===== config.mk =====
export PLATFORM = sky130hd
export DESIGN_NAME = intr_ctrl_flat
export DESIGN_NICKNAME = d
export VERILOG_FILES = /design/src/rtl/intr_ctrl_if.sv /design/src/rtl/intr_ctrl.sv /design/src/flat_wrapper.sv
export SDC_FILE = /design/constraint.sdc
export NUM_CORES = 1
export LEC_CHECK = 0
export CORE_ASPECT_RATIO = 1.4
export CORE_UTILIZATION = 50
export CTS_CLUSTER_DIAMETER = 120
export DETAILED_ROUTE_END_ITERATION = 7
export PLACE_DENSITY = 0.75
export SYNTH_ARGS = -nofsm -noshare
export SYNTH_HDL_FRONTEND = slang
export SYNTH_HIERARCHICAL = 1
export SYNTH_SLANG_ARGS = --single-unit

===== constraint.sdc =====
create_clock -name clk_i -period 20.8 [get_ports clk_i]
set_input_delay 5.2 -clock clk_i [delete_from_list [all_inputs] [get_ports clk_i]]
set_output_delay 5.2 -clock clk_i [all_outputs]
set_load 0.1 [all_outputs]

===== src/rtl/intr_ctrl_if.sv =====
// Register window between the CPU-side bus master and the interrupt controller.
interface intr_ctrl_if;
  logic        reg_we;
  logic        reg_re;
  logic [7:0]  reg_addr;
  logic [31:0] reg_wdata;
  logic [31:0] reg_rdata;

  modport master (output reg_we, reg_re, reg_addr, reg_wdata, input  reg_rdata);
  modport slave  (input  reg_we, reg_re, reg_addr, reg_wdata, output reg_rdata);
endinterface


===== src/rtl/intr_ctrl.sv =====
// intr_ctrl: per-source sync/gateway, priority/threshold arbiter, claim/complete FSM.
// Build option INTR_TIMEOUT_EN: re-notify after TIMEOUT_CYC unclaimed cycles in WAIT_CLAIM.
// Source ID i (1..NUM_SRC) is line src_i[i-1] and bit i of PENDING/ENABLE/EDGE.

module intr_gw (
  input  logic clk_i,
  input  logic rst_ni,
  input  logic src_i,
  input  logic edge_mode,
  input  logic block,
  input  logic clr,
  output logic pend_q
);
  logic [2:0] sync_q;  // [0],[1] synchroniser, [2] previous value for edge detect
  logic       set;

  assign set = (edge_mode ? (sync_q[1] & ~sync_q[2]) : sync_q[1]) & ~block;

  // set beats clear so an edge coinciding with a claim read is never lost
  always_ff @(posedge clk_i or negedge rst_ni)
    if (!rst_ni) begin
      sync_q <= '0;
      pend_q <= 1'b0;
    end else begin
      sync_q <= {sync_q[1:0], src_i};
      pend_q <= (pend_q & ~clr) | set;
    end
endmodule

module intr_ctrl #(
  parameter int NUM_SRC     = 8,
  parameter int PRIO_W      = 3,
  parameter int ID_W        = 4,
  parameter int TIMEOUT_CYC = 1024
) (
  input  logic               clk_i,
  input  logic               rst_ni,
  input  logic [NUM_SRC-1:0] src_i,
  input  logic               mie_i,
  intr_ctrl_if.slave         bus,
  output logic               e_intr_o,
  output logic [ID_W-1:0]    claim_id_o
);
  localparam logic [7:0] A_PEND = 8'h00, A_EN = 8'h04, A_THR = 8'h08,
                         A_CLAIM = 8'h0C, A_EDGE = 8'h10;

  if ((1 << ID_W) <= NUM_SRC || TIMEOUT_CYC < 2) begin : g_cfg_err
    $error("intr_ctrl: ID_W too narrow for NUM_SRC or TIMEOUT_CYC < 2");
  end

  typedef enum logic [1:0] {IDLE, NOTIFY, WAIT_CLAIM, SERVICE} state_t;
  state_t state_q, state_d;

  logic [NUM_SRC:1]             pend, en_q, edge_q, gw_block, gw_clr, prio_sel;
  logic [NUM_SRC:1][PRIO_W-1:0] prio_q;
  logic [PRIO_W-1:0]            thr_q, best_prio;
  logic [ID_W-1:0]              best_id;
  logic                         claim_rd, claim_take, complete, to_hit;

  assign claim_rd = bus.reg_re && (bus.reg_addr == A_CLAIM);

  for (genvar i = 1; i <= NUM_SRC; i++) begin : g_src
    assign prio_sel[i] = (bus.reg_addr == 8'(28 + 4*i));
    // gateway stays shut for the source in service and the one being claimed now
    assign gw_block[i] = (claim_id_o == ID_W'(i)) || (claim_take && best_id == ID_W'(i));
    assign gw_clr[i]   = claim_rd && (best_id == ID_W'(i));
    intr_gw u_gw (
      .clk_i, .rst_ni,
      .src_i     (src_i[i-1]),
      .edge_mode (edge_q[i]),
      .block     (gw_block[i]),
      .clr       (gw_clr[i]),
      .pend_q    (pend[i])
    );
  end

  // strict '>' while scanning upward leaves ties with the lowest ID
  always_comb begin
    best_id   = '0;
    best_prio = '0;
    for (int i = 1; i <= NUM_SRC; i++)
      if (pend[i] && en_q[i] && prio_q[i] > thr_q && prio_q[i] > best_prio) begin
        best_id   = ID_W'(i);
        best_prio = prio_q[i];
      end
  end

  always_ff @(posedge clk_i or negedge rst_ni)
    if (!rst_ni) begin
      en_q   <= '0;
      edge_q <= '0;
      thr_q  <= '0;
      prio_q <= '0;
    end else if (bus.reg_we) begin
      if (bus.reg_addr == A_EN)   en_q   <= bus.reg_wdata[NUM_SRC:1];
      if (bus.reg_addr == A_EDGE) edge_q <= bus.reg_wdata[NUM_SRC:1];
      if (bus.reg_addr == A_THR)  thr_q  <= bus.reg_wdata[PRIO_W-1:0];
      for (int i = 1; i <= NUM_SRC; i++)
        if (prio_sel[i]) prio_q[i] <= bus.reg_wdata[PRIO_W-1:0];
    end

  always_comb begin
    bus.reg_rdata = '0;
    case (bus.reg_addr)
      A_PEND:  bus.reg_rdata = 32'({pend, 1'b0});
      A_EN:    bus.reg_rdata = 32'({en_q, 1'b0});
      A_THR:   bus.reg_rdata = 32'(thr_q);
      A_CLAIM: bus.reg_rdata = 32'(best_id);
      A_EDGE:  bus.reg_rdata = 32'({edge_q, 1'b0});
      default:
        for (int i = 1; i <= NUM_SRC; i++)
          if (prio_sel[i]) bus.reg_rdata = 32'(prio_q[i]);
    endcase
  end

`ifdef INTR_TIMEOUT_EN
  localparam int CNT_W = $clog2(TIMEOUT_CYC + 1);
  logic [CNT_W-1:0] to_cnt_q;

  // zero on the first WAIT_CLAIM cycle, since every other state holds it cleared
  always_ff @(posedge clk_i or negedge rst_ni)
    if (!rst_ni)                  to_cnt_q <= '0;
    else if (state_q != WAIT_CLAIM) to_cnt_q <= '0;
    else                          to_cnt_q <= to_cnt_q + 1'b1;

  assign to_hit = (to_cnt_q == CNT_W'(TIMEOUT_CYC - 1));
`else
  assign to_hit = 1'b0;
`endif

  always_ff @(posedge clk_i or negedge rst_ni)
    if (!rst_ni) state_q <= IDLE;
    else         state_q <= state_d;

  always_comb begin
    state_d = state_q;
    case (state_q)
      IDLE:       if (best_id != '0 && mie_i) state_d = NOTIFY;
      NOTIFY:     if (claim_rd) state_d = (best_id != '0) ? SERVICE : IDLE;
                  else          state_d = WAIT_CLAIM;
      WAIT_CLAIM: if (claim_rd) state_d = (best_id != '0) ? SERVICE : IDLE;
                  else if (to_hit) state_d = NOTIFY;
      SERVICE:    if (complete) state_d = IDLE;
      default:    state_d = IDLE;
    endcase
  end

  always_comb begin
    e_intr_o   = 1'b0;
    claim_take = 1'b0;
    complete   = 1'b0;
    case (state_q)
      NOTIFY: begin
        e_intr_o   = 1'b1;
        claim_take = claim_rd && (best_id != '0);
      end
      WAIT_CLAIM: claim_take = claim_rd && (best_id != '0);
      SERVICE:    complete   = bus.reg_we && (bus.reg_addr == A_CLAIM) &&
                               (bus.reg_wdata == 32'(claim_id_o));
      default: ;
    endcase
  end

  always_ff @(posedge clk_i or negedge rst_ni)
    if (!rst_ni)         claim_id_o <= '0;
    else if (claim_take) claim_id_o <= best_id;
    else if (complete)   claim_id_o <= '0;
endmodule


===== src/flat_wrapper.sv =====
// flat-port wrapper written by rule: the top's interface ports become plain ports
module intr_ctrl_flat 
#(
  parameter int NUM_SRC     = 8,
  parameter int PRIO_W      = 3,
  parameter int ID_W        = 4,
  parameter int TIMEOUT_CYC = 1024
)
  (clk_i, rst_ni, src_i, mie_i, e_intr_o, claim_id_o, bus_reg_we, bus_reg_re, bus_reg_addr, bus_reg_wdata, bus_reg_rdata);
  intr_ctrl_if bus_i ();
  input  logic clk_i;
  input  logic rst_ni;
  input  logic [NUM_SRC-1:0] src_i;
  input  logic mie_i;
  output logic e_intr_o;
  output logic [ID_W-1:0] claim_id_o;
  input wire logic [$bits(bus_i.reg_we)-1:0] bus_reg_we;
  input wire logic [$bits(bus_i.reg_re)-1:0] bus_reg_re;
  input wire logic [$bits(bus_i.reg_addr)-1:0] bus_reg_addr;
  input wire logic [$bits(bus_i.reg_wdata)-1:0] bus_reg_wdata;
  output wire logic [$bits(bus_i.reg_rdata)-1:0] bus_reg_rdata;
  assign bus_i.reg_we = bus_reg_we;
  assign bus_i.reg_re = bus_reg_re;
  assign bus_i.reg_addr = bus_reg_addr;
  assign bus_i.reg_wdata = bus_reg_wdata;
  assign bus_reg_rdata = bus_i.reg_rdata;
  intr_ctrl #(.NUM_SRC(NUM_SRC), .PRIO_W(PRIO_W), .ID_W(ID_W), .TIMEOUT_CYC(TIMEOUT_CYC)) u_core (.clk_i(clk_i), .rst_ni(rst_ni), .src_i(src_i), .mie_i(mie_i), .bus(bus_i), .e_intr_o(e_intr_o), .claim_id_o(claim_id_o));
endmodule

; ---- After elaboration in Yosys (flattened, before gate mapping)
; Index checks and enable logic that the tools add are counted.
[word_totals]
reg_bits = 81
inputBits = 53
output_inout_bits = 37
wordCells = 249
[op_classes]
n_lt_le_gt_ge = 16
eq_ne = 35
muxes = 43
bitwise = 56
reduce_logical = 70
[op_table]
columns = cell, n
row1 = one-hot mux 32 bit (5 select lines), 1
row2 = equality test 8 x 6 -> 1 bit (second input constant), 8
row3 = > comparator 3 bit, 15
row4 = logical AND 1 bit, 45
row5 = 2-to-1 mux 3 bit, 15
row6 = 2-to-1 mux 4 bit, 9
row7 = equality test 32 x 4 -> 1 bit, 1
row8 = equality test 4 x 3 -> 1 bit (second input constant), 8
row9 = bitwise AND 1 bit, 24
row10 = inverter 1 bit, 24
row11 = AND reduction 2 bit, 11
row12 = equality test 4 x 2 -> 1 bit (second input constant), 4
row13 = equality test 8 x 4 -> 1 bit (second input constant), 2
row14 = 2-to-1 mux 1 bit, 12
row15 = 2-to-1 mux 2 bit, 5
row16 = equality test 4 x 1 -> 1 bit (second input constant), 2
row17 = equality test 4 bit (second input constant), 2
row18 = equality test 8 x 3 -> 1 bit (second input constant), 1
row19 = equality test 8 x 5 -> 1 bit (second input constant), 1
row20 = logical NOT 8 bit, 1
row21 = logical OR 1 bit, 8
row22 = OR 1 bit, 8
row23 = one-hot mux 2 bit (4 select lines), 1
row24 = != test 2 x 1 -> 1 bit (second input constant), 3
row25 = 8 further kinds, 9

; ---- Logic depth before layout (Yosys ltp)
[depth]
ltp_word = 33
ltp_mapped = 57
mapped_depth_nobuf = 55

; ---- Cells and area by module
; Netlist, hierarchy kept.
[modules_own_cells]
columns = mod, instances, cells_each, area_per_inst_um2, seq_area_each_um2
row1 = intr_ctrl, 1, 487, 4565.6, 1226.2
row2 = intr_gw, 8, 8, 121.4, 100.1

; ---- Least setup slack after synthesis
; Ideal clock, no wire load.
[synth_timing]
kind = flip-flop to output port
startpoint = reg u_core.thr_q[2]
endpoint = out bus_reg_rdata[3]
t_arrival_ns = 12.350
t_required_ns = 15.600
path_slack_ns = 3.250
stages_incl_launch_ff = 48
path_buffers = 2
path_cell_list = dfrtp_1 > inv_1 > ha_1 > and3_4 > a211o_1 > or2_4 > ha_1 > a21oi_1 > a22oi_2 > and2_1 > buf_6 > mux2_2 > ha_1 > nand3_2 > and4_4 > nand2_1 > mux2_2 > ha_1 > [... 12 more ...] > ha_1 > or2_2 > nand3b_1 > o21ba_1 > nor3_1 > a21oi_2 > mux2i_1 > ha_1 > nor2b_1 > o21a_1 > o221ai_2 > mux2_2 > ha_1 > nand3_1 > nand3_1 > a31oi_1 > o221ai_1 > o31ai_1
[synth_between]
elab_chain_cells = 26
elab_cells_between_ends = 45
cone_classes = order compare: 15 / mux: 14 / reduce/logical: 16
[synth_rtl]
columns = element, line_no
row1 = start: declaration, intr_ctrl.sv:56  ; logic [PRIO_W-1:0] thr_q, best_prio;
row2 = start signal: assignment, intr_ctrl.sv:97  ; if (bus.reg_addr == A_THR) thr_q <= bus.reg_wdata[PRIO_W-1:0];
row3 = > comparator 3 bit, intr_ctrl.sv:82  ; if (pend[i] && en_q[i] && prio_q[i] > thr_q && prio_q[i] > best_prio) begin
row4 = logical AND 1 bit (2 in series), intr_ctrl.sv:82
row5 = 2-to-1 mux 3 bit, intr_ctrl.sv:82
row6 = > comparator 3 bit, intr_ctrl.sv:82
row7 = logical AND 1 bit, intr_ctrl.sv:82
row8 = 2-to-1 mux 3 bit, intr_ctrl.sv:82
row9 = > comparator 3 bit, intr_ctrl.sv:82
row10 = logical AND 1 bit, intr_ctrl.sv:82
row11 = [... 9 more ...], --
row12 = 2-to-1 mux 3 bit, intr_ctrl.sv:82
row13 = > comparator 3 bit, intr_ctrl.sv:82
row14 = logical AND 1 bit, intr_ctrl.sv:82
row15 = 2-to-1 mux 3 bit, intr_ctrl.sv:82
row16 = > comparator 3 bit, intr_ctrl.sv:82
row17 = logical AND 1 bit, intr_ctrl.sv:82
row18 = 2-to-1 mux 4 bit *, intr_ctrl.sv:82
row19 = one-hot mux 32 bit (5 select lines) *, intr_ctrl.sv:104  ; case (bus.reg_addr)
row20 = end: declaration, flat_wrapper.sv:21  ; output wire logic [$bits(bus_i.reg_rdata)-1:0] bus_reg_rdata;
; Mark *: on every way between the ends. The rest lies on a longest branch, timed or not.

; ---- Final worst setup path
[layout_timing]
startpoint = reg u_core.thr_q[2]
endpoint = out bus_reg_rdata[1]
; The elaborated chain is that of the path after synthesis.

==> out/metrics.cfg <==
[status]
run_status = complete, no violations

[layout]
final_common_cell = dfrtp_1
area_growth_syn_to_layout_pct = 18.1
nets = 716
design_area_sq_um = 6540
postLayoutCoreUtil = 0.605
mostFrequentLayoutCells = dfrtp_1, clkdlybuf4s50_1, inv_1, mux2_2, ha_1
n_antenna_cell = 0
fill_cells = 914
drive_above_1_share = 0.151

[worst_setup_path]
cp.arrival_ns = 13.80
crit_path_start = u_core/thr_q[2]
crit_type = reg2out
cp.required_ns = 15.60
crit_fanout = 10
start_kind = flip-flop
cpLargestDelayFamily = compound AO/OA/AOI/OAI gates
cp_slowest_cell = clkdlybuf4s50_1
end_kind = output port
crit_buf_inv = 2
cp_slowest_stage_delay_ns = 1.16
cp_common_cell = ha_1
r2r-start = u_core/thr_q[2]

[clock_tree]
cts_max_level = 3
cts_resized = 0
clock-root-buffer = clkbuf_16
post-cts-setup-buffers = 0
clkTransAtPathRegs_ns = 0.06
cts_tree = yes
clk_latency_ns = 0.34
cts_made_buffers = 9
clkSinkCount = 81
clockBufferDepth = 2
cts_hold_buf = 0

[die]
io_pins = 90
die_w_microns = 90.9
die_y_microns = 127
fp.dieArea_sq_um = 11500
rows = 45
start_util = 0.512
core_sq_um = 10800

[synthesis]
synth_top_area_cell = dfrtp_1
synth_top_area_share = 0.366
synth_cells = 551
ys_seq_elements = 81
synthXorXnorAreaFrac = 0.00633
yosys.area_share.simple = 0.163
synthAdderAreaFrac = 0.104
yosysUniqueCellTypes = 78
synth_top_family_by_area = compound AO/OA/AOI/OAI gates
yosysWarningCount = 6
synthFlopType = dfrtp_1
synthMuxAreaShare = 0.102
synth.avg_cell_area_sq_um = 10.0
synthTopCellsByArea = dfrtp_1, ha_1, mux2_2
syn_area_sq_um = 5540
ys_async_sr_fraction = 1.00
synth_edf_count = 0
synth_compound_area_frac = 0.184
synth_seq_area_share = 0.366

[routing]
via_count = 4680
dr.pass1.iters = 5
drt-total-wl_microns = 16000
ant_nets = 0
wl_per_cell_microns = 21.0
drc = 0
vias_per_cell = 6.13
drt_iter0_markers = 316

[placed_design]
gp_congestion = 0.929
dpl.hpwl_microns = 12500
place_area_sq_um = 6230
io_buffers = 66

[timing]
setup_viol = 0
tightestPinTransition_ns = 1.00
fmax_ghz = 0.0526
whs_ns = 0.346
grt_setup_unrepaired = false
slew_headroom = 0.333
timing.final.hold_violations = 0
finalCriticalPeriod_ns = 19.00
fin_crit_sh = 0.914
slew_viol_final = 0
fin_setup_tns_ns = 0
clock_skew_ns = 0.00556

[pwr]
pwr-share-seq = 0.398
pwr-share-clk = 0.373
max-vdd-ir-drop_mv = 0.0654
p_comb_frac = 0.229
switchingPower_mw = 0.141
leakagePower_nw = 2.81
p_sw_frac = 0.323
p_int_mw = 0.296
p_per_area_nw_per_um2 = 66.9

[global_routing]
grt_antenna_before_repair = 0
grt.total_usage = 0.288
grt_overflow = 0
grt_pass1_wl_microns = 25000
grt_max_degree = 82
grt_pass1_vias = 4676

[worst_hold_path]
min_from = u_core/g_src[2].u_gw/sync_q[0]
worstHoldPathType = reg2reg

[job]
max-cap-violations = 0

-- Yosys cell counts (8+ instances only) --
| cell type | instances |
|---|---|
| nor4_1 | 12 |
| nand3_1 | 24 |
| a21oi_1 | 10 |
| nand3b_1 | 9 |
| a22oi_1 | 13 |
| ha_1 | 46 |
| buf_4 | 24 |
| nor3_1 | 9 |
| mux2_2 | 47 |
| inv_1 | 48 |
| nor2_1 | 34 |
| a32o_1 | 8 |
| nand2_1 | 44 |
| dfrtp_1 | 81 |
-- final timing paths --
path | to | slack (ns) | cells past startpoint
max | bus_reg_rdata[1] | 1.80 | 46
min | u_core/g_src[2].u_gw/sync_q[1] | 0.35 | 0
max reg2reg | u_core/g_src[1].u_gw/pend_q | 7.33 | 49
min reg2reg | u_core/g_src[2].u_gw/sync_q[1] | 0.35 | 0
max in group asynchronous | u_core/g_src[3].u_gw/sync_q[2] | 15.13 | 1
min in group asynchronous | u_core/prio_q[5] | 5.02 | 1
-- cell families after synthesis --
family	Yosys count
and+or+nand+nor	172
other	1
muxes	50
DFF	81
buffers and inverters	82
adders and majority gates	46
xor gates and xnor gates	4
AOI/OAI and AO/OA	115
-- area by class of cell --
class / instances / area, sq um / area share
sequential: 81 / 2030 / 0.310
clock buffer: 9 / 225 / 0.0344
inverter: 48 / 180 / 0.0275
timing repair buffer: 67 / 666 / 0.102
clock inverter: 7 / 87.6 / 0.0134
tap: 141 / 176 / 0.0270
multi-input combinational: 410 / 3180 / 0.486
-- power by group through the flow --
stage | combinational (mW) | clock, mW | sequential [mW]
after floorplan | 0.0752 | 0 | 0.173
after global placement | 0.0975 | 0 | 0.177
after detailed placement | 0.0996 | 0 | 0.177
after CTS | 0.100 | 0.167 | 0.174
after global routing | 0.108 | 0.173 | 0.175
final | 0.100 | 0.163 | 0.174
-- metal layers --
layer  wire length [microns]  global-route usage  vias up
met1                    5890               0.310     2283
met5                       0                   0        -
met4                     886               0.170        0
met2                    8470               0.526      208
met3                     771              0.0498       50
li1                        -                   -     2139
-- registers in the layout, indices dropped and copies added (netlist names) --
| register | cells |
|---|---|
| u_core/claim_id_o | 4 |
| u_core/edge_q | 8 |
| u_core/prio_q | 24 |
| u_core/thr_q | 3 |
| u_core/g_src.u_gw/sync_q | 24 |
| u_core/state_q | 2 |
| u_core/g_src.u_gw/pend_q | 8 |
| u_core/en_q | 8 |
-- metrics by stage --
| step | power [mW] | cells | setup WS, ns |
|---|---|---|---|
| after floorplan | 0.249 | 573 | 3.25 |
| after global routing | 0.457 | 763 | 1.04 |
| after global placement | 0.274 | 747 | 2.79 |
| after CTS | 0.441 | 763 | 1.87 |
| after detailed placement | 0.276 | 747 | 2.25 |
| final | 0.438 | 763 | 1.80 |
No activity file was read; power rests on OpenSTA's default activity.
